$ cat src/rtl/fetch_seq.sv
// Instruction-fetch sequencer: reads a one- or two-byte instruction at the PC,
// steps the PC once per byte, and redirects it on a taken jump from execute.
module fetch_seq #(
  parameter int AW       = 8,
  parameter int DW       = 8,
  parameter int LONG_BIT = 7
) (
  input  logic          clk,
  input  logic          rst,
  input  logic          fetch_en,
  input  logic [AW-1:0] pc_add,
  output logic          pc_inc,
  output logic          pc_ld,
  output logic [AW-1:0] pc_a,
  output logic [AW-1:0] mem_addr,
  output logic          mem_req,
  input  logic [DW-1:0] mem_rdata,
  input  logic          mem_ready,
  output logic [DW-1:0] ir_op,
  output logic [DW-1:0] ir_arg,
  output logic          ir_valid,
  input  logic          ir_ack,
  input  logic          jmp_valid,
  input  logic [AW-1:0] jmp_target
);

  // Handshake: ir_valid is held in HOLD until ir_ack is seen high at a posedge;
  // ir_op/ir_arg stay stable while ir_valid is high. jmp_valid only counts with ir_ack.
  typedef enum logic [2:0] {
    S_IDLE      = 3'd0,
    S_FETCH_OP  = 3'd1,
    S_STEP_OP   = 3'd2,
    S_FETCH_ARG = 3'd3,
    S_STEP_ARG  = 3'd4,
    S_HOLD      = 3'd5,
    S_LOAD      = 3'd6
  } state_t;

  state_t        state, state_nx;
  logic [DW-1:0] op_q, arg_q;
  logic [AW-1:0] pc_a_q;

  always_ff @(posedge clk) begin
    if (rst) begin
      state  <= S_IDLE;
      op_q   <= '0;
      arg_q  <= '0;
      pc_a_q <= '0;
    end else begin
      state <= state_nx;
      if (state == S_FETCH_OP && mem_ready) begin
        op_q  <= mem_rdata;
        arg_q <= '0;
      end
      if (state == S_FETCH_ARG && mem_ready)
        arg_q <= mem_rdata;
      if (state == S_HOLD && ir_ack && jmp_valid)
        pc_a_q <= jmp_target;
    end
  end

  always_comb begin
    state_nx = state;
    case (state)
      S_IDLE:      if (fetch_en) state_nx = S_FETCH_OP;
      S_FETCH_OP:  if (mem_ready) state_nx = S_STEP_OP;
      // op_q already holds the opcode captured in FETCH_OP
      S_STEP_OP:   state_nx = op_q[LONG_BIT] ? S_FETCH_ARG : S_HOLD;
      S_FETCH_ARG: if (mem_ready) state_nx = S_STEP_ARG;
      S_STEP_ARG:  state_nx = S_HOLD;
      S_HOLD: begin
        if (ir_ack) begin
          if (jmp_valid)     state_nx = S_LOAD;
          else if (fetch_en) state_nx = S_FETCH_OP;
          else               state_nx = S_IDLE;
        end
      end
      S_LOAD:      state_nx = fetch_en ? S_FETCH_OP : S_IDLE;
      default:     state_nx = S_IDLE;
    endcase
  end

  // Outputs decode straight from the state register so they never glitch.
  assign mem_req  = (state == S_FETCH_OP) || (state == S_FETCH_ARG);
  assign pc_inc   = (state == S_STEP_OP) || (state == S_STEP_ARG);
  assign pc_ld    = (state == S_LOAD);
  assign ir_valid = (state == S_HOLD);
  assign mem_addr = pc_add;
  assign pc_a     = pc_a_q;
  assign ir_op    = op_q;
  assign ir_arg   = arg_q;

endmodule

$ cat config.mk
export PLATFORM = sky130hd
export DESIGN_NAME = fetch_seq
export DESIGN_NICKNAME = d
export VERILOG_FILES = /design/src/rtl/fetch_seq.sv
export SDC_FILE = /design/constraint.sdc
export NUM_CORES = 1
export LEC_CHECK = 0
export CAP_MARGIN = 20
export CORE_ASPECT_RATIO = 1.2
export CORE_MARGIN = 4
export CORE_UTILIZATION = 53
export DETAILED_ROUTE_END_ITERATION = 10
export DONT_BUFFER_PORTS = 1
export PLACE_DENSITY_LB_ADDON = 0.3
export SLEW_MARGIN = 20
export SYNTH_ARGS = -nofsm -noshare
export SYNTH_HDL_FRONTEND = slang
export SYNTH_SLANG_ARGS = --single-unit
export TNS_END_PERCENT = 5
$ cat constraint.sdc
create_clock -name clk -period 1.8 [get_ports clk]
set_input_delay 0.18 -clock clk [delete_from_list [all_inputs] [get_ports clk]]
set_output_delay 0.18 -clock clk [all_outputs]
set_load 0.005 [all_outputs]
* Word level (Yosys, flattened, before mapping)
Cells that the tools add are included.
** Operators by class
- Muxes and demuxes :: 10
- Reduce and logical (&&, ||, !) cells :: 9
- Equality and inequality tests :: 10
** Operators by type and width (count)
- $pmux W3 S7 :: 1
- $mux W3 :: 6
- $mux W8 :: 2
- $eq A3 B3 Y1 const B :: 3
- $eq A3 B2 Y1 const B :: 2
- $ne A2 B2 Y1 const B :: 3
- $logic_and A1 B1 Y1 :: 4
- $reduce_and A4 Y1 :: 1
- $eq A3 B1 Y1 const B :: 1
- $logic_not A3 Y1 :: 1
- $logic_or A1 B1 Y1 :: 2
- $ne A2 B1 Y1 const B :: 1
- $reduce_bool A2 Y1 :: 1
- $mux W1 :: 1
** Storage, ports and cells
- Logic and storage cells :: 33
- Input port bits :: 30
- Register bits :: 27

* Depth between registers and ports, before layout
Gate-level depths: netlist of the first run.
- Depth in word-level cells :: 4
- Mapped depth :: 5
- Depth with buffers taken out :: 4

* Worst setup path before layout of the first run
OpenSTA, ideal clock, no wires.
- Path kind :: register to register
- From :: reg state[1]
- To :: reg state[0]
- Data required time :: 1.712 ns
- Setup slack :: 0.543 ns
- Arrival :: 1.168 ns
- Cell stages (with the launch flop) :: 5
- Cells stage by stage :: dfxtp_1 > buf_6 > nand3b_2 > a311o_1 > o32ai_2
** On the way
- Cells in the longest elaborated chain, start to end :: 3
- Elaborated cells on any way between the ends :: 13
** RTL lines
- from (decl) :: line 39 : state_t state, state_nx;
- from (signal assigned) :: line 50 : state <= state_nx;
- $eq A3 B3 Y1 (tied with other cells) :: line 64 : case (state)
- $ne A2 B1 Y1 (no line) or $ne A2 B2 Y1 (tied branches)
- $reduce_and A4 Y1 (no line)
Parallel ways exist; a longest one is shown, timed or not.
A chain may end at the register's enable or synchronous reset.

* Worst setup path after layout of the first run
- From :: reg state[0]
- To :: out ir_valid
** On the way
- Cells in the longest elaborated chain, start to end :: 1
** RTL lines
- $eq A3 B3 Y1 :: line 87 : assign ir_valid = (state == S_HOLD);
- to (decl) :: line 21 : output logic ir_valid,
Every way passes these cells.

==> results.tsv, run 1 <==
metric	value	unit
outcome	complete, no violations	
routed vias/inst	5.83	
FF-to-FF path depth	4	
fin crit share	0.906	
Setup CP Type	flop to primary output	
Routed WL	3.02	mm
syn avg cell area	8.14	um^2
arrival time at the worst endpoint	1450	ps
P&R area growth vs syn	11.0	%
synth unique cells	31	
synth warn	0	
leading cell type in the layout, fill and taps excluded	dfxtp_1	
CORE AREA	2280	um^2
Syn Inst Count	155	
Post-synth EDFFs	0	
number of diodes	0	
worst vdd ir	0.703	mV
drt pass-1 iters	4	
vias in the first global route	997	
setup TNS	0	ps
maxcap violations	0	
GRT Overall Usage	0.194	
CTS resizes	0	
Slew Limit Fails	0	
Critical-path top delay cell	dfxtp_1	
skew final	3.56	ps
syn_nets	185	
HPWL after DPL	2.02	mm
pwr dens	864	nW/um^2
FILL cells	219	
worst skew pair latency	310	ps
Tightest Pin Transition	901	ps
Crit path required time	1620	ps
Sequential Power Share	0.581	
Mapped Area	1260	um^2
static leakage	0.451	nW
IO buf count	0	
fmax	0.613	GHz
Final setup viols	0	
Site Rows	19	
Via Count	1107	
Synth Register Bits	27	
post-route ant nets	0	
total CTS buffers	3	
RePlAce Congestion	0.700	
largest net degree at the start of global routing	26	
H-tree depth	1	
Pint	849	uW
CTS sink cnt	27	
Switching Fraction	0.298	
Clk pwr share	0.203	
Tightest Hold Check Type	input port to flop	
register area share after synthesis	0.429	
CTS Root Cell	clkbuf_4	
max_slew headroom	0.398	
CTS clk-pin slew, worst paths	130	ps
die width	52.5	um
Max clock buf depth	2	
delay of the slowest critical-path stage	650	ps
ordered cell list for the critical path	nand3b_2, clkinv_1	
RSZ-0062 raised after global routing	false	
CP Capture Type	primary output	
Initial Utilization	0.553	
drc violations	0	
Crit Path Max Fanout	16	
GRT overflow	0	
Hold Vio Cnt, Final	0	
combinational share of power	0.216	
Net Switching	361	uW
nets	190	
most frequent cells in the layout	dfxtp_1 (27), a21oi_1 (25), nand2_1 (19)	
CP Launch Type	flop	
detailed-route wire length per cell	15.9	um
number of antenna violations at the first check in global routing	0	
Final Hold Slack	11.4	ps
CTS tree	done	
die height	61.4	um
die area	3230	um^2
drt first-iter violations	46	
Final min period	1630	ps
ys flop type	dfxtp_1	
Synth async-reset ratio	0	
share of layout cells above drive strength 1	0.0755	
I/O pin count	66	
total power	1.21	mW
first-pass GRT wire length	4.69	mm
hold depth	2	
## critical path: cells and delay by family, from the launching register on
kind                   cells  cell delay (ps)
and+or+nand+nor            1              260
DFF                        1              650
buffers and inverters      1              230
## power groups by stage
stage          Combinational (mW)  Sequential (mW)  Clock [mW]
3_3_place_gp                0.198            0.711           0
4_1_cts                     0.245            0.703       0.262
6_report                    0.262            0.703       0.246
3_5_place_dp                0.205            0.717           0
2_1_floorplan               0.258            0.666           0
5_1_grt                     0.289            0.713       0.278
## layout make-up
class / count / area, um^2 / share of cell area
sequential: 27 / 541 / 0.386
clock buffer: 4 / 26.3 / 0.0188
tap: 31 / 38.8 / 0.0277
inverter: 3 / 11.3 / 0.00804
multi-input combinational: 104 / 581 / 0.415
timing repair buffer: 21 / 203 / 0.145
## kinds of logic after synthesis
logic type	Yosys count	share of synthesized area
buffers and inverters	24	0.111
AND/OR/NAND/NOR	54	0.237
AO/OA/AOI/OAI	50	0.223
flip-flops	27	0.429
## flip-flops by register name, indices dropped and copies added (netlist names)
| register | cells |
|---|---|
| ir_op | 8 |
| pc_a | 8 |
| ir_arg | 8 |
| state | 3 |
## per-layer routing
metal	vias up	global-route usage	part of all wire
li1	542	-	-
met2	44	0.337	0.55
met5	-	0	0
met3	6	0.0508	0.083
met4	0	0.0912	0.012
met1	515	0.221	0.36
## repair_timing
| item | 4_1_cts | 5_1_grt |
|---|---|---|
| endpoints found under the hold margin | 25 | 1 |
| setup buffers | 0 | 2 |
| setup endpoints to repair | 0 | 3 |
| hold buffers | 17 | 1 |
## Yosys cell counts (3+ instances only)
library cell | number | area share
buf_2 | 4 | 0.016
nand3_1 | 17 | 0.067
nand2b_1 | 3 | 0.015
nand2_1 | 19 | 0.057
clkbuf_1 | 6 | 0.018
dfxtp_1 | 27 | 0.43
buf_4 | 8 | 0.048
o21ai_0 | 17 | 0.067
a21oi_1 | 25 | 0.099
## worst paths after layout
kind                       from         to  slack, ps
setup / recovery       state[0]   ir_valid        170
hold / removal    jmp_target[5]    pc_a[5]         10
setup reg to reg       state[1]    pc_a[1]        300
hold reg to reg       ir_arg[5]  ir_arg[5]        490
## through the flow
stage / setup WS, ps / std cells / utilization / area (um^2)
CTS: 130 / 187 / 0.603 / 1380
floorplan: 543 / 155 / - / 1260
finish: 169 / 190 / 0.613 / 1400
detailed placement: 193 / 166 / 0.516 / 1180
global placement: 301 / 166 / 0.516 / 1180
global route: 46.9 / 190 / 0.613 / 1400
No activity file was read; power rests on OpenSTA's default activity.
==> run 2, diff against run 1 <==
--- a/config.mk
+++ b/config.mk
@@ -11,7 +11,7 @@
 export CORE_UTILIZATION = 53
 export DETAILED_ROUTE_END_ITERATION = 10
 export DONT_BUFFER_PORTS = 1
-export PLACE_DENSITY_LB_ADDON = 0.3
+export PLACE_DENSITY_LB_ADDON = 0.25
 export SLEW_MARGIN = 20
 export SYNTH_ARGS = -nofsm -noshare
 export SYNTH_HDL_FRONTEND = slang
==> run 2 against run 1 <==
  * Global-route usage increased by 2.0 points
  * Flip-flop and latch count unchanged
  * Die area unchanged
  * Non-clock buffer count increased by 2
  * Final area increased by 1.3%
  * Utilization increased by 0.82 points
  * Combinational power increased by 7.6%
  * Sequential share of layout area decreased by 0.51 points
  * Largest cell class unchanged
==> results.tsv, run 2 (same netlist as run 1, synthesis figures left out) <==
metric	value	unit	change
Routed WL	3.33	mm	was 3.02 mm
CTS Root Cell	clkbuf_4		unchanged
outcome	complete, no violations		unchanged
P&R area growth vs syn	12.5	%	was 11.0%
Worst Setup EP	ir_valid		unchanged
die width	52.5	um	unchanged
CORE AREA	2280	um^2	unchanged
Crit Path Max Fanout	16		unchanged
largest net degree at the start of global routing	26		unchanged
setup TNS	0	ps	unchanged
IO buf count	0		unchanged
GRT Overall Usage	0.214		was 0.194
H-tree depth	1		unchanged
HPWL after DPL	2.08	mm	was 2.02 mm
fin crit share	0.916		was 0.906
Max clock buf depth	2		unchanged
Via Count	1146		was 1107
die height	61.4	um	unchanged
arrival time at the worst endpoint	1470	ps	was 1450 ps
FF-to-FF path depth	4		unchanged
Hold Vio Cnt, Final	0		unchanged
met1 GRT Util	0.221		unchanged
share of layout cells above drive strength 1	0.0870		was 0.0755
Final min period	1650	ps	was 1630 ps
fmax	0.606	GHz	was 0.613 GHz
CTS resizes	0		unchanged
Critical path origin	state[0]		unchanged
first-pass GRT wire length	5.09	mm	was 4.69 mm
nets	192		was 190
drt first-iter violations	39		was 46
total CTS buffers	3		unchanged
worst r2r src	state[0]		was state[1]
detailed-route wire length per cell	17.4	um	was 15.9 um
Final setup viols	0		unchanged
I/O pin count	66		unchanged
drc violations	0		unchanged
worst vdd ir	0.669	mV	was 0.703 mV
RePlAce Congestion	0.727		was 0.700
R2R setup slack	330	ps	was 300 ps
static leakage	0.462	nW	was 0.451 nW
worst skew pair latency	320	ps	was 310 ps
maxcap violations	0		unchanged
leading cell type in the layout, fill and taps excluded	dfxtp_1		unchanged
number of diodes	0		unchanged
RSZ-0062 raised after global routing	false		unchanged
Crit path required time	1620	ps	about the same
vias in the first global route	1138		was 997
pwr dens	869	nW/um^2	was 864 nW/um^2
GR Util met3	0.0702		was 0.0508
Tightest Hold Check Type	input port to flop		unchanged
Final Hold Slack	4.92	ps	was 11.4 ps
CP Capture Type	primary output		unchanged
CTS sink cnt	27		unchanged
post-route ant nets	0		unchanged
Setup CP Type	flop to primary output		unchanged
die area	3230	um^2	unchanged
max_slew headroom	0.402		was 0.398
FILL cells	225		was 219
CP Launch Type	flop		unchanged
Slew Limit Fails	0		unchanged
CTS clk-pin slew, worst paths	140	ps	was 130 ps
grt met2 use	0.387		was 0.337
Initial Utilization	0.553		unchanged
drt pass-1 iters	4		unchanged
number of antenna violations at the first check in global routing	0		unchanged
Tightest Pin Transition	894	ps	was 901 ps
Site Rows	19		unchanged
routed vias/inst	5.97		was 5.83
most frequent cells in the layout	dfxtp_1 (27), a21oi_1 (25), nand2_1 (19), dlygate4sd3_1 (19)		was dfxtp_1 (27), a21oi_1 (25), nand2_1 (19)
CTS tree	done		unchanged
skew final	1.55	ps	was 3.56 ps
Most Used Layer, Global Route	met2		unchanged
GRT overflow	0		unchanged
r2r endpoint	pc_a[2]		was pc_a[1]
-- run 2: changes by cell type in the layout (fill, tap and decap cells not counted) --
cell	previous run	this run
buf_4	3	4
clkbuf_1	1	0
clkinv_2	0	1
dlygate4sd3_1	18	19
-- run 2: critical path, cell delays in order, from the launching register on --
cell,delay [ps]
dfxtp_1,630
nand3b_2,270
clkinv_1,250
-- run 2: worst min-delay path by stage --
stage	start	slack, ps	cells past startpoint	end
4_1_cts	mem_rdata[0]	1	2	ir_arg[0]
3_5_place_dp	rst	250	1	pc_a[0]
6_report	mem_rdata[0]	5	2	ir_arg[0]
5_1_grt	mem_rdata[0]	4	2	ir_arg[0]
3_3_place_gp	rst	250	1	pc_a[1]
2_1_floorplan	ir_ack	300	1	state[2]
-- run 2: timing repair --
| action | CTS | global route |
|---|---|---|
| hold buffers | 18 | 1 |
| endpoints found under the setup margin | 0 | 8 |
| hold endpoints to repair | 25 | 1 |
| buffers inserted | 0 | 3 |
-- run 2: routing by layer --
layer / wire length, um / up-vias / part of all wire
met5: 0 / - / 0
met3: 267 / 9 / 0.080
met1: 1210 / 543 / 0.36
li1: - / 548 / -
met4: 69 / 0 / 0.021
met2: 1790 / 46 / 0.54
-- run 2: final cells by class --
class,instances,area (um^2),area share
Clock inverter,1,5.00,0.00353
Sequential cell,27,541,0.381
Timing Repair Buffer,23,220,0.155
Tap cell,31,38.8,0.0273
Clock buffer,3,22.5,0.0159
Inverter,3,11.3,0.00794
Multi-Input combinational cell,104,581,0.409
-- run 2: where the power goes --
part           internal (mW)  total [mW]  switching, mW
combinational          0.134       0.282          0.147
sequential             0.635       0.693         0.0579
clock                 0.0834       0.257          0.174
total                  0.853        1.23          0.379
-- run 2: through the flow --
stage                util  power (mW)  instances  worst slack [ps]  instance area [um^2]
floorplan               -       0.924        155               543                  1260
detailed placement  0.516       0.920        166               147                  1180
global route        0.622        1.30        192              8.02                  1420
finish              0.622        1.23        192               151                  1420
global placement    0.516       0.910        166               267                  1180
CTS                 0.607        1.21        188              94.0                  1390
